**src/rtl/flowstate_hazard_ctl.sv**
```systemverilog
// Joins the metadata and flow-state match streams into one registered beat, tagged with in-flight address hazards.
// Optional per-slot hazard counters are built when FLOWSTATE_HAZARD_STAT_EN is defined.
module flowstate_hazard_ctl #(
  parameter int PKT_METADATA_WIDTH = 274,
  parameter int FLOWSTATE_WIDTH    = 33,
  parameter int ADDR_WIDTH         = 10,
  parameter int HIST_DEPTH         = 3,
  parameter int DAT_TAG_BIT        = 246,
  localparam int SEL_W             = $clog2(HIST_DEPTH + 1)
) (
  input  logic                          clk,
  input  logic                          rst_n,
  input  logic [PKT_METADATA_WIDTH-1:0] s_pkt_metadata_info,
  input  logic                          s_pkt_metadata_valid,
  output logic                          s_pkt_metadata_ready,
  input  logic                          s_mat_hit,
  input  logic [FLOWSTATE_WIDTH-1:0]    s_mat_value,
  input  logic [ADDR_WIDTH-1:0]         s_mat_addr,
  input  logic                          s_mat_valid,
  output logic                          s_mat_ready,
  input  logic [ADDR_WIDTH-1:0]         s_wb_addr,
  input  logic                          s_wb_valid,
  output logic [PKT_METADATA_WIDTH-1:0] m_pkt_metadata_info,
  output logic [SEL_W-1:0]              m_pkt_metadata_match_sel,
  output logic                          m_pkt_metadata_mat_hit,
  output logic [FLOWSTATE_WIDTH-1:0]    m_pkt_metadata_mat_value,
  output logic [ADDR_WIDTH-1:0]         m_pkt_metadata_mat_addr,
  output logic                          m_pkt_metadata_valid,
  input  logic                          m_pkt_metadata_ready,
  output logic [16*HIST_DEPTH-1:0]      m_stat_hazard_cnt
);

  logic                                  accept;
  logic                                  valid_q;
  logic [PKT_METADATA_WIDTH-1:0]         info_q;
  logic [SEL_W-1:0]                      sel_q;
  logic                                  hit_q;
  logic [FLOWSTATE_WIDTH-1:0]            value_q;
  logic [ADDR_WIDTH-1:0]                 addr_q;
  logic [SEL_W-1:0]                      match_sel;
  logic [HIST_DEPTH-1:0]                 hist_v_q, hist_v_d, hist_v_clr;
  logic [HIST_DEPTH-1:0][ADDR_WIDTH-1:0] hist_addr_q, hist_addr_d;

  assign accept = (~valid_q | m_pkt_metadata_ready) & s_pkt_metadata_valid & s_mat_valid;
  assign s_pkt_metadata_ready = accept;
  assign s_mat_ready          = accept;

  // Write-back retires committed entries before both the match and the shift see them.
  for (genvar gi = 0; gi < HIST_DEPTH; gi++) begin : g_clr
    assign hist_v_clr[gi] = hist_v_q[gi] & ~(s_wb_valid & (hist_addr_q[gi] == s_wb_addr));
  end

  // Scan oldest to youngest so the youngest matching entry has the final word.
  always_comb begin
    match_sel = '0;
    for (int k = HIST_DEPTH - 1; k >= 0; k--) begin
      if (hist_v_clr[k] && (hist_addr_q[k] == s_mat_addr)) match_sel = SEL_W'(k + 1);
    end
  end

  always_comb begin
    hist_v_d    = hist_v_clr;
    hist_addr_d = hist_addr_q;
    if (accept) begin
      hist_v_d[0]    = s_mat_hit & s_pkt_metadata_info[DAT_TAG_BIT];
      hist_addr_d[0] = s_mat_addr;
      for (int k = 1; k < HIST_DEPTH; k++) begin
        hist_v_d[k]    = hist_v_clr[k-1];
        hist_addr_d[k] = hist_addr_q[k-1];
      end
    end
  end

  always_ff @(posedge clk or negedge rst_n) begin
    if (!rst_n) begin
      hist_v_q    <= '0;
      hist_addr_q <= '0;
      valid_q     <= 1'b0;
      info_q      <= '0;
      sel_q       <= '0;
      hit_q       <= 1'b0;
      value_q     <= '0;
      addr_q      <= '0;
    end else begin
      hist_v_q    <= hist_v_d;
      hist_addr_q <= hist_addr_d;
      if (accept) begin
        valid_q <= 1'b1;
        info_q  <= s_pkt_metadata_info;
        sel_q   <= match_sel;
        hit_q   <= s_mat_hit;
        value_q <= s_mat_value;
        addr_q  <= s_mat_addr;
      end else if (m_pkt_metadata_ready) begin
        valid_q <= 1'b0;
      end
    end
  end

  assign m_pkt_metadata_valid     = valid_q;
  assign m_pkt_metadata_info      = info_q;
  assign m_pkt_metadata_match_sel = sel_q;
  assign m_pkt_metadata_mat_hit   = hit_q;
  assign m_pkt_metadata_mat_value = value_q;
  assign m_pkt_metadata_mat_addr  = addr_q;

`ifdef FLOWSTATE_HAZARD_STAT_EN
  logic [HIST_DEPTH-1:0][15:0] cnt_q, cnt_d;

  // Saturating per-slot hazard counters, slot k counts beats forwarded from entry k.
  always_comb begin
    cnt_d = cnt_q;
    for (int k = 0; k < HIST_DEPTH; k++) begin
      if (accept && (match_sel == SEL_W'(k + 1)) && (cnt_q[k] != 16'hFFFF)) begin
        cnt_d[k] = cnt_q[k] + 16'd1;
      end
    end
  end

  always_ff @(posedge clk or negedge rst_n) begin
    if (!rst_n) cnt_q <= '0;
    else        cnt_q <= cnt_d;
  end

  assign m_stat_hazard_cnt = cnt_q;
`else
  assign m_stat_hazard_cnt = '0;
`endif

endmodule

```
**config.mk**
```make
export PLATFORM = sky130hd
export DESIGN_NAME = flowstate_hazard_ctl
export DESIGN_NICKNAME = d
export VERILOG_FILES = /design/src/rtl/flowstate_hazard_ctl.sv
export SDC_FILE = /design/constraint.sdc
export NUM_CORES = 1
export LEC_CHECK = 0
export CELL_PAD_IN_SITES_DETAIL_PLACEMENT = 1
export CELL_PAD_IN_SITES_GLOBAL_PLACEMENT = 1
export CORE_AREA = 2 2 273 275
export CTS_BUF_LIST = sky130_fd_sc_hd__clkbuf_4 sky130_fd_sc_hd__clkbuf_8
export DETAILED_ROUTE_END_ITERATION = 10
export DIE_AREA = 0 0 275 277
export HOLD_SLACK_MARGIN = 0.08
export PLACE_DENSITY = 0.69
export SYNTH_ARGS = -nofsm -noshare
export SYNTH_HDL_FRONTEND = slang
export SYNTH_SLANG_ARGS = --single-unit
```
**constraint.sdc**
```tcl
create_clock -name clk -period 1.63 [get_ports clk]
set_input_delay 0.326 -clock clk [delete_from_list [all_inputs] [get_ports clk]]
set_output_delay 0.326 -clock clk [all_outputs]
set_load 0.02 [all_outputs]
```
* After elaboration in Yosys (flattened, before gate mapping)
Index checks and enable logic that the tools add are counted.
** Storage, ports and cells
- Output and inout port bits :: 371
- Bits in registers :: 344
- Logic and storage cells :: 39
- Bits of input ports :: 334
** Cells by class
- Bitwise logic cells :: 14
- Reduce and logical (&&, ||, !) cells :: 4
- Eq/ne operators :: 6
- Multiplexer cells :: 6
** Operator list (count)
- == test 10 bit :: 6
- bitwise AND 1 bit :: 9
- 2-to-1 mux 2 bit :: 3
- NOT 1 bit :: 4
- logical AND 1 bit :: 3
- 2-to-1 mux 3 bit :: 1
- 2-to-1 mux 1 bit :: 2
- nonzero test 2 bit :: 1
- bitwise OR 1 bit :: 1

* Logic depth before layout (Yosys ltp)
- Word-level depth :: 8
- Mapped depth :: 8

* Worst setup path before layout
No wires, ideal clock.
- Kind :: register -> output
- Start point :: reg valid_q, in the netlist m_pkt_metadata_valid
- End point :: out s_pkt_metadata_ready
- Path buffers :: 3
- Cell stages (with the launch flop) :: 7
- Required time :: 1.304 ns
- Setup slack :: -0.229 ns
- Data arrival time :: 1.533 ns
- Cell sequence :: dfrtp_1 > nand2b_1 > nand3_1 > buf_4 > inv_2 > clkbuf_1 > buf_4
** On the way
- Word-level cells in the longest chain between the ends :: 4
** RTL lines
- start: declaration :: RTL line 34 : logic valid_q;
- start signal: assignment :: RTL line 78 : valid_q <= 1'b0;
- start signal: assignment :: RTL line 88 : valid_q <= 1'b1;
- start signal: assignment :: RTL line 95 : valid_q <= 1'b0;
- NOT 1 bit :: RTL line 44 : assign accept = (~valid_q | m_pkt_metadata_ready) & s_pkt_metadata_valid & s_mat_valid;
- bitwise OR 1 bit :: RTL line 44
- bitwise AND 1 bit (2 in series) :: RTL line 44
- end: declaration :: RTL line 15 : output logic s_pkt_metadata_ready,
Every way passes these cells.

* Worst setup path in the final report
Ends and elaborated chain as after synthesis.

==> flow_summary_export.csv <==
group,metric,value,unit
global_routing,grt_max_degree,62,
setup_path,path_buf_inv,2,
power_and_ir_drop,p_leak,11.7,nW
synth,seq_area_frac_synth,0.616,
setup_path,cp-start-kind,"register",
placed_design,port_buffers,656,
final_layout,fill_cells,8751,
die,die_w,275,um
clocking,clockBufferDepth,3,
timing,max_clock_freq,552,MHz
clocking,tritoncts,"done",
final_layout,multi_input_area,0.00480,mm2
setup_path,worst_ep_arrival_time,1.49,ns
setup_path,critical_path_required,1.30,ns
synth,synth_cells,1593,
routing,wl_per_cell,17.1,um
power_and_ir_drop,comb_power_share,0.265,
routing,drtIter0Drc,561,
placed_design,place_area,0.0221,mm2
power_and_ir_drop,sequentialPowerShare,0.406,
clocking,htreeDepth,2,
setup_path,crit_path_end_kind,"primary output",
power_and_ir_drop,vdd_ir_drop_max,555,uV
synth,async_flop_share,1.00,
routing,num_vias,13400,
synth,synth-seq-cells,344,
synth,synth_edf_count,0,
flow_run,maxCapViolCount,0,
clocking,clockRootBuffer,"clkbuf_8",
synth,synth.avg_cell_area,8.77,um2
run_status,violations,"negative setup slack",
setup_path,r2r-start,"hist_addr_q[0]",
timing,worst_slew_pin_slew,0.504,ns
routing,wirelength,57500,um
power_and_ir_drop,p_per_area,1180,mW/mm2
clocking,clk_latency,0.64,ns
power_and_ir_drop,p_int,17.7,mW
setup_path,crit_path_max_fanout,4,
die,dieHeight,277,um
global_routing,grt_overflow,0,
setup_path,startpoint,"m_pkt_metadata_valid",
die,dieArea,0.0762,mm2
timing,finalHoldViolations,0,
final_layout,postLayoutCellArea,0.0224,mm2
routing,routed_via_density,4.00,
global_routing,grtUsageTotal,0.144,
setup_path,worstPathCellList,"nand2b_1 > nand3_4 > inv_8 > buf_6",
run_status,status,"finished with violations",
setup_path,cp_slowest_cell,"dfrtp_1",
final_layout,instances_no_fill,3361,
timing,drv_slew,0,
routing,drt_pass1_iterations,4,
placed_design,globalplace.congestion,0.836,
synth,synth.distinct_cells,24,
global_routing,grt_pass1_wl,86200,um
setup_path,cpPeakStageDelay,0.38,ns
final_layout,final_common_cell,"nand2_1",
setup_path,path_delay_family,"flip-flops",
die,rows,100,
placed_design,dp_hpwl,43000,um
synth,yosysWarningCount,0,
timing,finalSetupViolCount,7,
setup_path,critPathKind,"reg2out",
min_path,holdCritStartpoint,"s_mat_value[23]",
clocking,path_clk_slew,0.06,ns
clocking,cts_num_sinks,344,
routing,ant_nets,0,
timing,skew,0.0137,ns
power_and_ir_drop,p_clk_frac,0.329,
final_layout,syn_to_final_growth,60.3,%
die,start_util,0.190,
global_routing,antenna_found_initial,7,
setup_path,reg2reg_slack,-0.11,ns
final_layout,drive_above_1_share,0.237,
clocking,cts_buffers,61,
power_and_ir_drop,p_sw,8.75,mW
routing,drcViolationCount,0,
min_path,min_path_type,"in2reg",
power_and_ir_drop,switching_share,0.331,
global_routing,grt_pass1_vias,14700,
die,io_pins,705,
synth,synthesis.area,0.0140,mm2
timing,fin_ws,-0.182,ns
timing,finalCriticalPeriod,1.81,ns
final_layout,regArea,0.00862,mm2
timing,grt_setup_unrepaired,"yes",
final_layout,final_nets,2679,
timing,timing.final.crit_share,1.11,
placed_design,dp_cells,3227,
final_layout,post-route-util,0.304,
synth,synth_flop_cell,"dfrtp_1",
final_layout,layout_common_cells,"nand2_1, dfrtp_1, clkdlybuf4s50_1",
die,core_area,0.0736,mm2
timing,worst_slew_margin_rel,0.664,
## synth_stat cells (2+ instances only)
library cell / count / area, um2
o21ai_2: 2 / 17.5
xor2_1: 26 / 228
buf_2: 41 / 205
nor2_1: 3 / 11.3
dfrtp_1: 344 / 8610
nand2_1: 1017 / 3820
nand3_1: 5 / 25.0
buf_1: 3 / 11.3
nor4_1: 5 / 31.3
xnor2_1: 34 / 298
nor3_1: 3 / 15.0
clkbuf_1: 29 / 109
nand4_1: 9 / 56.3
o21ai_0: 2 / 10.0
buf_4: 61 / 458
## state kept, by name, summed over array words and instances, names as in the netlist
register / count
hist_addr_q: 30
hist_v_q: 3
m_pkt_metadata_info: 274
m_pkt_metadata_mat_hit: 1
m_pkt_metadata_mat_value: 33
m_pkt_metadata_match_sel: 2
m_pkt_metadata_valid: 1
## stage by stage
stage                     setup WS, ns  hold WS, ns  power [mW]  setup TNS, ns
after floorplan                 0.0442       0.0304        14.2              0
after global placement          -0.521        0.309        18.6        -115.51
after detailed placement        -0.555        0.313        18.9        -120.09
after CTS                       -0.270        0.126        26.8          -1.59
after global routing            -0.279        0.149        27.9          -3.06
final                           -0.182        0.214        26.5         -0.686
## worst min-delay path, cell delays in order
cell             delay (ns)
clkdlybuf4s50_1        0.39
nand2_1                0.05
nand2_1                0.04
## kinds of logic (layout without fill, tap and decap cells)
| kind of cell | Yosys count | count (layout) | share of synthesized area |
|---|---|---|---|
| other cells | 1 | 51 | 0.000268 |
| flops | 344 | 344 | 0.616 |
| simple gates | 1045 | 1045 | 0.285 |
| buf+inv | 135 | 884 | 0.0563 |
| compound gates | 7 | 7 | 0.00385 |
| xor+xnor | 60 | 60 | 0.0376 |
| mux | 1 | 1 | 0.000716 |
## layout make-up
class,count,area share
Sequential cell,344,0.385
Clock buffer,100,0.0562
Clock inverter,7,0.00296
Multi-Input combinational cell,1161,0.215
Timing Repair Buffer,776,0.287
Antenna cell,3,0.000335
Tap cell,969,0.0541
Inverter,1,0.000503
## power by group through the flow
stage | combinational (mW) | sequential [mW] | clock, mW
floorplan | 1.92 | 12.3 | 0
finish | 7.01 | 10.8 | 8.69
detailed placement | 7.91 | 10.9 | 0
CTS | 7.04 | 10.8 | 9.05
global placement | 7.78 | 10.9 | 0
global route | 7.62 | 10.9 | 9.40
## repair_timing
action,in CTS,in global routing
cloned,2,2
endpoints found under the hold margin,344,0
setup buffers,18,6
endpoints found under the setup margin,352,103
pin swaps,8,6
resized for setup,1358,21
hold buffers,1,0
## routing by layer
layer / GRT usage / wire length, um / up-vias
met5: 0 / 22 / -
met4: 0.0475 / 1430 / 4
met3: 0.0449 / 4730 / 98
met2: 0.260 / 29400 / 489
met1: 0.159 / 21900 / 6613
li1: - / - / 6227
## path summary, 6_finish.rpt
path | endpoint | cells after the start
min in group asynchronous | m_pkt_metadata_info[47] | 2
setup reg to reg | m_pkt_metadata_match_sel[0] | 7
hold reg to reg | m_pkt_metadata_info[144] | 2
setup / recovery | s_pkt_metadata_ready | 4
hold / removal | m_pkt_metadata_mat_value[23] | 3
max in group asynchronous | hist_addr_q[4] | 3
Note: power is estimated with default switching activity, not from simulation.
